`src/rtl/timer_pkg.sv`:
```
// -----------------------------------------------------------------------------
// timer_pkg
// Shared types and constants for the timer control sequencer:
//   DIV_VAL_MAX   - largest legal divider select
//   cfg_state_e   - configuration FSM states
//   halt_state_e  - debug-halt handshake FSM states
//   timer_cfg_t   - one complete live/shadow counter configuration
// -----------------------------------------------------------------------------
package timer_pkg;

    localparam logic [3:0] DIV_VAL_MAX = 4'd8;

    typedef enum logic {
        C_IDLE,
        C_WAIT
    } cfg_state_e;

    typedef enum logic [1:0] {
        H_IDLE,
        H_REQ,
        H_HALT
    } halt_state_e;

    typedef struct packed {
        logic       timer_en;
        logic       div_en;
        logic [3:0] div_val;
    } timer_cfg_t;

endpackage

```
`src/rtl/timer_halt_fsm.sv`:
```
// -----------------------------------------------------------------------------
// timer_halt_fsm
// Debug-halt handshake towards the counter control block. A level halt request
// from the debugger (only honoured in debug mode) raises halt_req; the counter
// control acknowledges once it has frozen, after which halted is reported.
// Ports:
//   sys_clk, sys_rst_n  - clock, asynchronous active-low reset
//   dbg_mode_i          - debug mode; dropping it abandons any halt at once
//   dbg_halt_in_i       - level halt request from the debugger
//   halt_ack_i          - counter control has frozen
//   halt_req_o          - registered request to counter control
//   halted_o            - registered "counter is frozen" status
// -----------------------------------------------------------------------------
module timer_halt_fsm
    import timer_pkg::*;
(
    input  logic sys_clk,
    input  logic sys_rst_n,
    input  logic dbg_mode_i,
    input  logic dbg_halt_in_i,
    input  logic halt_ack_i,
    output logic halt_req_o,
    output logic halted_o
);

    halt_state_e state_q, state_d;
    logic        halt_req_q;
    logic        halted_q;

    // NOTE: the default assignment ahead of the case keeps every path driven,
    // so no latch is inferred for state_d.
    always_comb begin
        state_d = state_q;
        case (state_q)
            H_IDLE: if (dbg_halt_in_i && dbg_mode_i) state_d = H_REQ;
            H_REQ: begin
                if (!dbg_mode_i)     state_d = H_IDLE;
                else if (halt_ack_i) state_d = H_HALT;
            end
            H_HALT: if (!dbg_mode_i || !dbg_halt_in_i) state_d = H_IDLE;
            default: state_d = H_IDLE;
        endcase
    end

    // Outputs are decoded from the next state so they change on the same edge
    // as the state itself while still coming straight out of flops.
    // NOTE: sequential state uses non-blocking assignments so every flop
    // samples pre-edge values regardless of block ordering.
    always_ff @(posedge sys_clk or negedge sys_rst_n) begin
        if (!sys_rst_n) begin
            state_q    <= H_IDLE;
            halt_req_q <= 1'b0;
            halted_q   <= 1'b0;
        end else begin
            state_q    <= state_d;
            halt_req_q <= (state_d != H_IDLE);
            halted_q   <= (state_d == H_HALT);
        end
    end

    assign halt_req_o = halt_req_q;
    assign halted_o   = halted_q;

endmodule

```
`src/rtl/timer_ctrl_seq.sv`:
```
// -----------------------------------------------------------------------------
// timer_ctrl_seq
// Owns the live timer_en/div_en/div_val configuration of the 64-bit timer and
// applies software writes without breaking the prescaler phase: a running
// divider only changes at a period boundary (cnt_en=1), with a timeout that
// forces the update if no boundary arrives. Also hosts the debug-halt FSM.
// Ports:
//   sys_clk, sys_rst_n           - clock, asynchronous active-low reset
//   cfg_wr, cfg_timer_en,
//   cfg_div_en, cfg_div_val      - single-cycle configuration write
//   cfg_busy                     - an update is pending a boundary
//   cfg_err                      - 1-cycle pulse, write rejected
//   upd_done                     - 1-cycle pulse, new config live this cycle
//   timer_en, div_en, div_val    - live configuration to counter control
//   dbg_mode, dbg_halt_in        - debugger controls
//   halt_ack, cnt_en             - status from counter control
//   halt_req, halted             - halt handshake outputs
// MAX_WAIT must exceed 256 (longest prescaler period) and fit in WAIT_W bits.
// -----------------------------------------------------------------------------
module timer_ctrl_seq
    import timer_pkg::*;
#(
    parameter int MAX_WAIT = 300,
    parameter int WAIT_W   = 9
) (
    input  logic       sys_clk,
    input  logic       sys_rst_n,
    input  logic       cfg_wr,
    input  logic       cfg_timer_en,
    input  logic       cfg_div_en,
    input  logic [3:0] cfg_div_val,
    output logic       cfg_busy,
    output logic       cfg_err,
    output logic       upd_done,
    output logic       timer_en,
    output logic       div_en,
    output logic [3:0] div_val,
    input  logic       dbg_mode,
    input  logic       dbg_halt_in,
    input  logic       halt_ack,
    input  logic       cnt_en,
    output logic       halt_req,
    output logic       halted
);

    cfg_state_e        state_q, state_d;
    timer_cfg_t        live_q, live_d;
    timer_cfg_t        shadow_q, shadow_d;
    timer_cfg_t        wr_cfg;
    logic [WAIT_W-1:0] wait_q, wait_d;
    logic              busy_q;
    logic              err_q, err_d;
    logic              done_q, done_d;
    logic              boundary;
    logic              timeout;
    logic              apply_now;

    timer_halt_fsm u_halt (
        .sys_clk       (sys_clk),
        .sys_rst_n     (sys_rst_n),
        .dbg_mode_i    (dbg_mode),
        .dbg_halt_in_i (dbg_halt_in),
        .halt_ack_i    (halt_ack),
        .halt_req_o    (halt_req),
        .halted_o      (halted)
    );

    assign wr_cfg   = '{cfg_timer_en, cfg_div_en, cfg_div_val};
    // A tick from a frozen counter is not a real period boundary.
    assign boundary = cnt_en && !halted;
    // The wait counter would reach MAX_WAIT on this edge; apply together.
    assign timeout  = !halted && (wait_q == WAIT_W'(MAX_WAIT - 1));
    // Nothing to protect when stopping, when the timer/prescaler is idle,
    // or when this very cycle is a boundary.
    assign apply_now = !cfg_timer_en || !live_q.timer_en || !live_q.div_en
                       || boundary;

    always_comb begin
        state_d  = state_q;
        live_d   = live_q;
        shadow_d = shadow_q;
        wait_d   = wait_q;
        err_d    = 1'b0;
        done_d   = 1'b0;
        case (state_q)
            C_IDLE: begin
                if (cfg_wr) begin
                    if (cfg_div_val > DIV_VAL_MAX) begin
                        err_d = 1'b1;
                    end else if (apply_now) begin
                        live_d = wr_cfg;
                        done_d = 1'b1;
                    end else begin
                        shadow_d = wr_cfg;
                        wait_d   = '0;
                        state_d  = C_WAIT;
                    end
                end
            end
            C_WAIT: begin
                if (cfg_wr && !cfg_timer_en) begin
                    // Stop overrides the pending update.
                    live_d  = wr_cfg;
                    done_d  = 1'b1;
                    state_d = C_IDLE;
                end else begin
                    err_d = cfg_wr;
                    if (boundary || timeout) begin
                        live_d  = shadow_q;
                        done_d  = 1'b1;
                        state_d = C_IDLE;
                    end else if (!halted) begin
                        wait_d = wait_q + WAIT_W'(1);
                    end
                end
            end
            default: state_d = C_IDLE;
        endcase
    end

    // NOTE: the shadow registers are reset too even though they are only read
    // after being loaded; it keeps the block free of X after reset at the cost
    // of a few reset-capable flops.
    always_ff @(posedge sys_clk or negedge sys_rst_n) begin
        if (!sys_rst_n) begin
            state_q  <= C_IDLE;
            live_q   <= '0;
            shadow_q <= '0;
            wait_q   <= '0;
            busy_q   <= 1'b0;
            err_q    <= 1'b0;
            done_q   <= 1'b0;
        end else begin
            state_q  <= state_d;
            live_q   <= live_d;
            shadow_q <= shadow_d;
            wait_q   <= wait_d;
            busy_q   <= (state_d == C_WAIT);
            err_q    <= err_d;
            done_q   <= done_d;
        end
    end

    assign cfg_busy = busy_q;
    assign cfg_err  = err_q;
    assign upd_done = done_q;
    assign timer_en = live_q.timer_en;
    assign div_en   = live_q.div_en;
    assign div_val  = live_q.div_val;

endmodule

```
`config.mk`:
```
export PLATFORM = sky130hd
export DESIGN_NAME = timer_ctrl_seq
export DESIGN_NICKNAME = d
export VERILOG_FILES = /design/src/rtl/timer_pkg.sv /design/src/rtl/timer_halt_fsm.sv /design/src/rtl/timer_ctrl_seq.sv
export SDC_FILE = /design/constraint.sdc
export NUM_CORES = 1
export LEC_CHECK = 0
export ABC_AREA = 1
export CORE_UTILIZATION = 52
export DETAILED_ROUTE_END_ITERATION = 10
export PLACE_DENSITY = 0.85
export SETUP_SLACK_MARGIN = 0.02
export SLEW_MARGIN = 20
export SYNTH_ARGS = -nofsm -noshare
export SYNTH_HDL_FRONTEND = slang
export SYNTH_SLANG_ARGS = --single-unit
export TNS_END_PERCENT = 1
```
`constraint.sdc`:
```
create_clock -name sys_clk -period 1.9 [get_ports sys_clk]
set_clock_uncertainty 0.2 [all_clocks]
set_input_delay 0.19 -clock sys_clk [delete_from_list [all_inputs] [get_ports sys_clk]]
set_output_delay 0.19 -clock sys_clk [all_outputs]
set_load 0.02 [all_outputs]
```
After elaboration in Yosys (flattened, before gate mapping)
Cells that the tools add are included.
{"block": "classes", "n_bitwise": 3, "n_eq_ne": 12, "reduce_logical": 20, "magnitude_cmp": 1, "addsub": 1, "mux": 34}
{"op": "$mux W9", "count": 6}
{"op": "$mux W6", "count": 5}
{"op": "$pmux W9 S2", "count": 1}
{"op": "$ne A2 B2 Y1 const B", "count": 7}
{"op": "$mux W1", "count": 13}
{"op": "$pmux W6 S2", "count": 1}
{"op": "$add A9 B1 Y9 const B", "count": 1}
{"op": "$eq A9 B9 Y1 const B", "count": 1}
{"op": "$mux W2", "count": 4}
{"op": "$reduce_and A4 Y1", "count": 2}
{"op": "$logic_not A1 Y1", "count": 6}
{"op": "$pmux W1 S2", "count": 3}
{"op": "$pmux W2 S3", "count": 1}
{"op": "$reduce_and A6 Y1", "count": 1}
{"op": "$logic_or A1 B1 Y1", "count": 5}
{"op": "$eq A2 B2 Y1 const B", "count": 2}
{"op": "$gt A4 B4 Y1 const B", "count": 1}
{"op": "$logic_and A1 B1 Y1", "count": 4}
{"op": "$ne A3 B1 Y1 const B", "count": 1}
{"op": "$not A1 Y1", "count": 3}
{"op": "$eq A2 B1 Y1 const B", "count": 1}
{"op": "$logic_not A2 Y1", "count": 1}
{"op": "$reduce_bool A2 Y1", "count": 1}
{"block": "totals", "regBits": 28, "out_inout_bits": 11, "elab_cells": 84}

Depth between registers and ports, before layout
{"block": "depth", "depth_word": 8, "mapped_depth": 10}

Cells and area by module
A second synthesis with hierarchy kept.
{"block": "unflattened", "hier_cells": 194, "area_unflattened_um2": 1501.4}
{"module": "timer_ctrl_seq", "cells_each": 171, "instances": 1, "seq_area_each_um2": 600.6, "area_each_um2": 1325.0}
{"module": "timer_halt_fsm", "cells_each": 23, "instances": 1, "seq_area_each_um2": 100.1, "area_each_um2": 176.4}

Worst setup path before layout
Ideal clock, no wire load.
{"block": "synth_timing", "path_kind": "register to register", "start": "reg wait_q[0]", "end": "reg live_q, in the netlist div_en", "setup_time_ns": 0.117, "setup_slack_ns": 0.326, "path_stages_with_launch": 10, "arrival_ns": 1.257, "period_less_slack_ns": 1.574, "cell_sequence": "dfrtp_1 -> ha_1 -> nand2_1 -> nor2_1 -> nand3_1 -> nand2_2 -> nand2_4 -> buf_6 -> nand3_1 -> nand2_1"}
{"block": "synth_via", "elab_chain_len": 5}
{"element": "start: declaration", "line_no": "timer_ctrl_seq.sv:50", "source": "logic [WAIT_W-1:0] wait_q, wait_d;"}
{"element": "start signal: assignment", "line_no": "timer_ctrl_seq.sv:137", "source": "wait_q <= wait_d;"}
{"element": "$eq A9 B9 Y1", "line_no": "timer_ctrl_seq.sv:72", "source": "assign timeout = !halted && (wait_q == WAIT_W'(MAX_WAIT - 1));"}
{"element": "$logic_and A1 B1 Y1", "line_no": "timer_ctrl_seq.sv:72"}
{"element": "$logic_or A1 B1 Y1", "line_no": "timer_ctrl_seq.sv:108", "source": "if (boundary || timeout) begin"}
{"element": "$ne A3 B1 Y1 (no line)"}
{"element": "$reduce_and A4 Y1 (no line)"}
{"element": "end signal: assignment", "line_no": "timer_ctrl_seq.sv:135", "source": "live_q <= live_d;"}
{"element": "end: declaration", "line_no": "timer_ctrl_seq.sv:47", "source": "timer_cfg_t live_q, live_d;"}
Every way passes these cells.
A chain may end at the register's enable or synchronous reset.

Final worst setup path
{"block": "layout_timing", "start": "reg live_q, in the netlist div_en", "end": "out div_en"}
{"element": "end: declaration", "line_no": "timer_ctrl_seq.sv:36", "source": "output logic div_en,"}
No word-level cell between the ends.

==> metrics.txt <==
status=finished clean; WL/cell=11.4 um; Post-Syn Area per Cell=7.27 um^2; hpwl dp=2220 um; Clock Sinks=28; clk buf depth=2; Cell variety after synth=20; Rows=18; Power Density=666 nW/um^2; Layout area overhead=20.0%; # IOs=24; post-layout minimum cycle time=1.76 ns; dpl ws=0.0990 ns; Fmax=568 MHz; Tcrit/Tclk final=92.6%; Pleak=0.934 nW; slew margin rel.=76.9%; vias in the first global route=1,172; # fillers=230; Tot Pwr=1.19 mW; final hold slack=0.0318 ns; setup violators final=0; classification of the worst setup path=flip-flop to output pin; Clock Tree Root=clkbuf_4; total CTS buffers=3; Setup WS post-layout=0.140 ns; IO buf count=23; routed wire length=2960 um; peak supply drop=0.738 mV; post-synthesis sequential area ratio=47.3%; RSZ-0062 raised after global routing=no; Synth Cell Area=1480 um^2; slowest CP cell=clkdlybuf4s50_1; ANT nets after route=0; vias per cell=5.15; Diodes inserted=0; drt first-iter violations=62; Die Width=55.4 um; Post-Syn Nets=218; synthesized instance count=204; setup TNS=0 ns; GP Congestion=0.842; worst path arrival time=1.37 ns; DR vias=1,339; Total GRT Usage=21.2%; layout cells sized above 1=6.96%; H-Tree Depth=1; Final Max Slew Viols=0; Worst Hold Class=input pin to async pin; Cell Chain, Critical Path=clkdlybuf4s50_1; Core Area=2590 um^2; grt total ovfl=0; Top Family by Delay on Critical Path=buffers and inverters; placed insts=257; post-CTS setup buffers=0; critical path endpoint category=output pin; Final nets=246; #FFs+latches synth=28; initial antenna violation count=0; Die ar.=3070 um^2; Max Cap Violations=0; CP Max Fanout=3; pin count of the biggest net entering global routing=29; Pre-antenna DRT Iters=4; Worst Path Buf+Inv=1; Hold Fails Final Rpt=0; Non-Filler Instances=260; Initial Util=57.2%; TritonCTS clock tree=built; Worst Max-Slew Pin Slew=0.346 ns; max incr delay on CP=0.63 ns; worst skew pair latency=0.32 ns; Chip Height=55.4 um; CP Launch Type=flip-flop; Residual DRC=0; first-pass GRT wire length=5200 um; CTS clk-pin slew, worst paths=0.13 ns; WP data required=1.51 ns; yosys warns=0
==> routing by layer <==
layer | routed length (um) | track usage [%] | up-vias
met5 | 0 | 0 | -
li1 | - | - | 698
met4 | 42 | 7.50 | 0
met1 | 1370 | 27.9 | 609
met3 | 82 | 1.64 | 5
met2 | 1460 | 36.7 | 27
==> cell type report <==
class                           count  area [um^2]  area share, %
Clock buffer                        3         22.5           1.27
Inverter                           24         90.1           5.06
Multi-Input combinational cell    147          657           36.9
Sequential cell                    28          702           39.5
Tap cell                           30         37.5           2.11
Timing Repair Buffer               28          270           15.2
==> state kept, by name (all words and copies together) (netlist names) <==
register / cells
u_halt.state_q: 2
div_val: 4
u_halt.halted_o: 1
upd_done: 1
div_en: 1
shadow_q: 6
wait_q: 9
cfg_err: 1
u_halt.halt_req_o: 1
cfg_busy: 1
timer_en: 1
==> final timing paths <==
kind	startpoint	to	slack, ns	cells past startpoint
max	div_en	div_en	0.14	1
min	sys_rst_n	u_halt.halt_req_o	0.03	2
max reg2reg	wait_q[1]	wait_q[0]	0.17	9
min reg2reg	shadow_q[5]	shadow_q[5]	0.27	2
max in group asynchronous	sys_rst_n	cfg_busy	1.20	2
min in group sys_clk	cfg_div_en	shadow_q[4]	0.24	3
==> power breakdown <==
part	switching, mW	leakage (nW)	internal [mW]
Clock	0.155	0.0138	0.0744
Combinational	0.137	0.554	0.120
Sequential	0.0379	0.366	0.661
==> Yosys cell counts, drive strengths merged <==
cell type	number	area (um^2)
nand2	78	318
dfrtp	28	701
nand3	26	130
inv	23	86.3
nor2	23	88.8
a21oi	6	30.0
o21ai	6	30.0
buf	4	31.3
o22ai	4	25.0
a211oi	1	7.51
clkbuf	1	3.75
clkinv	1	3.75
ha	1	12.5
nand3b	1	7.51
nor3b	1	7.51
==> per-stage QoR <==
step           area [um^2]  utilization [%]
2_1_floorplan         1480                -
3_3_place_gp          1750             67.7
3_5_place_dp          1750             67.7
4_1_cts               1780             68.6
5_1_grt               1780             68.7
6_report              1780             68.7
==> cell usage in the layout (no fill, tap or decap), types with 3 or more instances in the layout <==
master           netlist  routed
buf_4                  2       5
nand2_1               72      72
nand3_1               26      26
a21oi_1                6       6
o22ai_1                4       4
nand2_2                4       4
o21ai_0                6       6
clkdlybuf4s50_1        0      22
inv_1                 23      23
clkbuf_4               0       3
nor2_1                22      22
dfrtp_1               28      27
==> cell families after synthesis <==
| group | after synthesis | synth area share (%) |
|---|---|---|
| compound gates | 17 | 6.24 |
| fa+ha+maj | 1 | 0.844 |
| buf+inv | 29 | 8.44 |
| flops | 28 | 47.3 |
| simple gates | 129 | 37.2 |
==> what timing repair did <==
action,CTS,global route
cloned,0,0
setup endpoints to repair,1,1
gates resized for setup,1,1
hold buffers,0,0
Note: power is estimated with default switching activity, not from simulation.
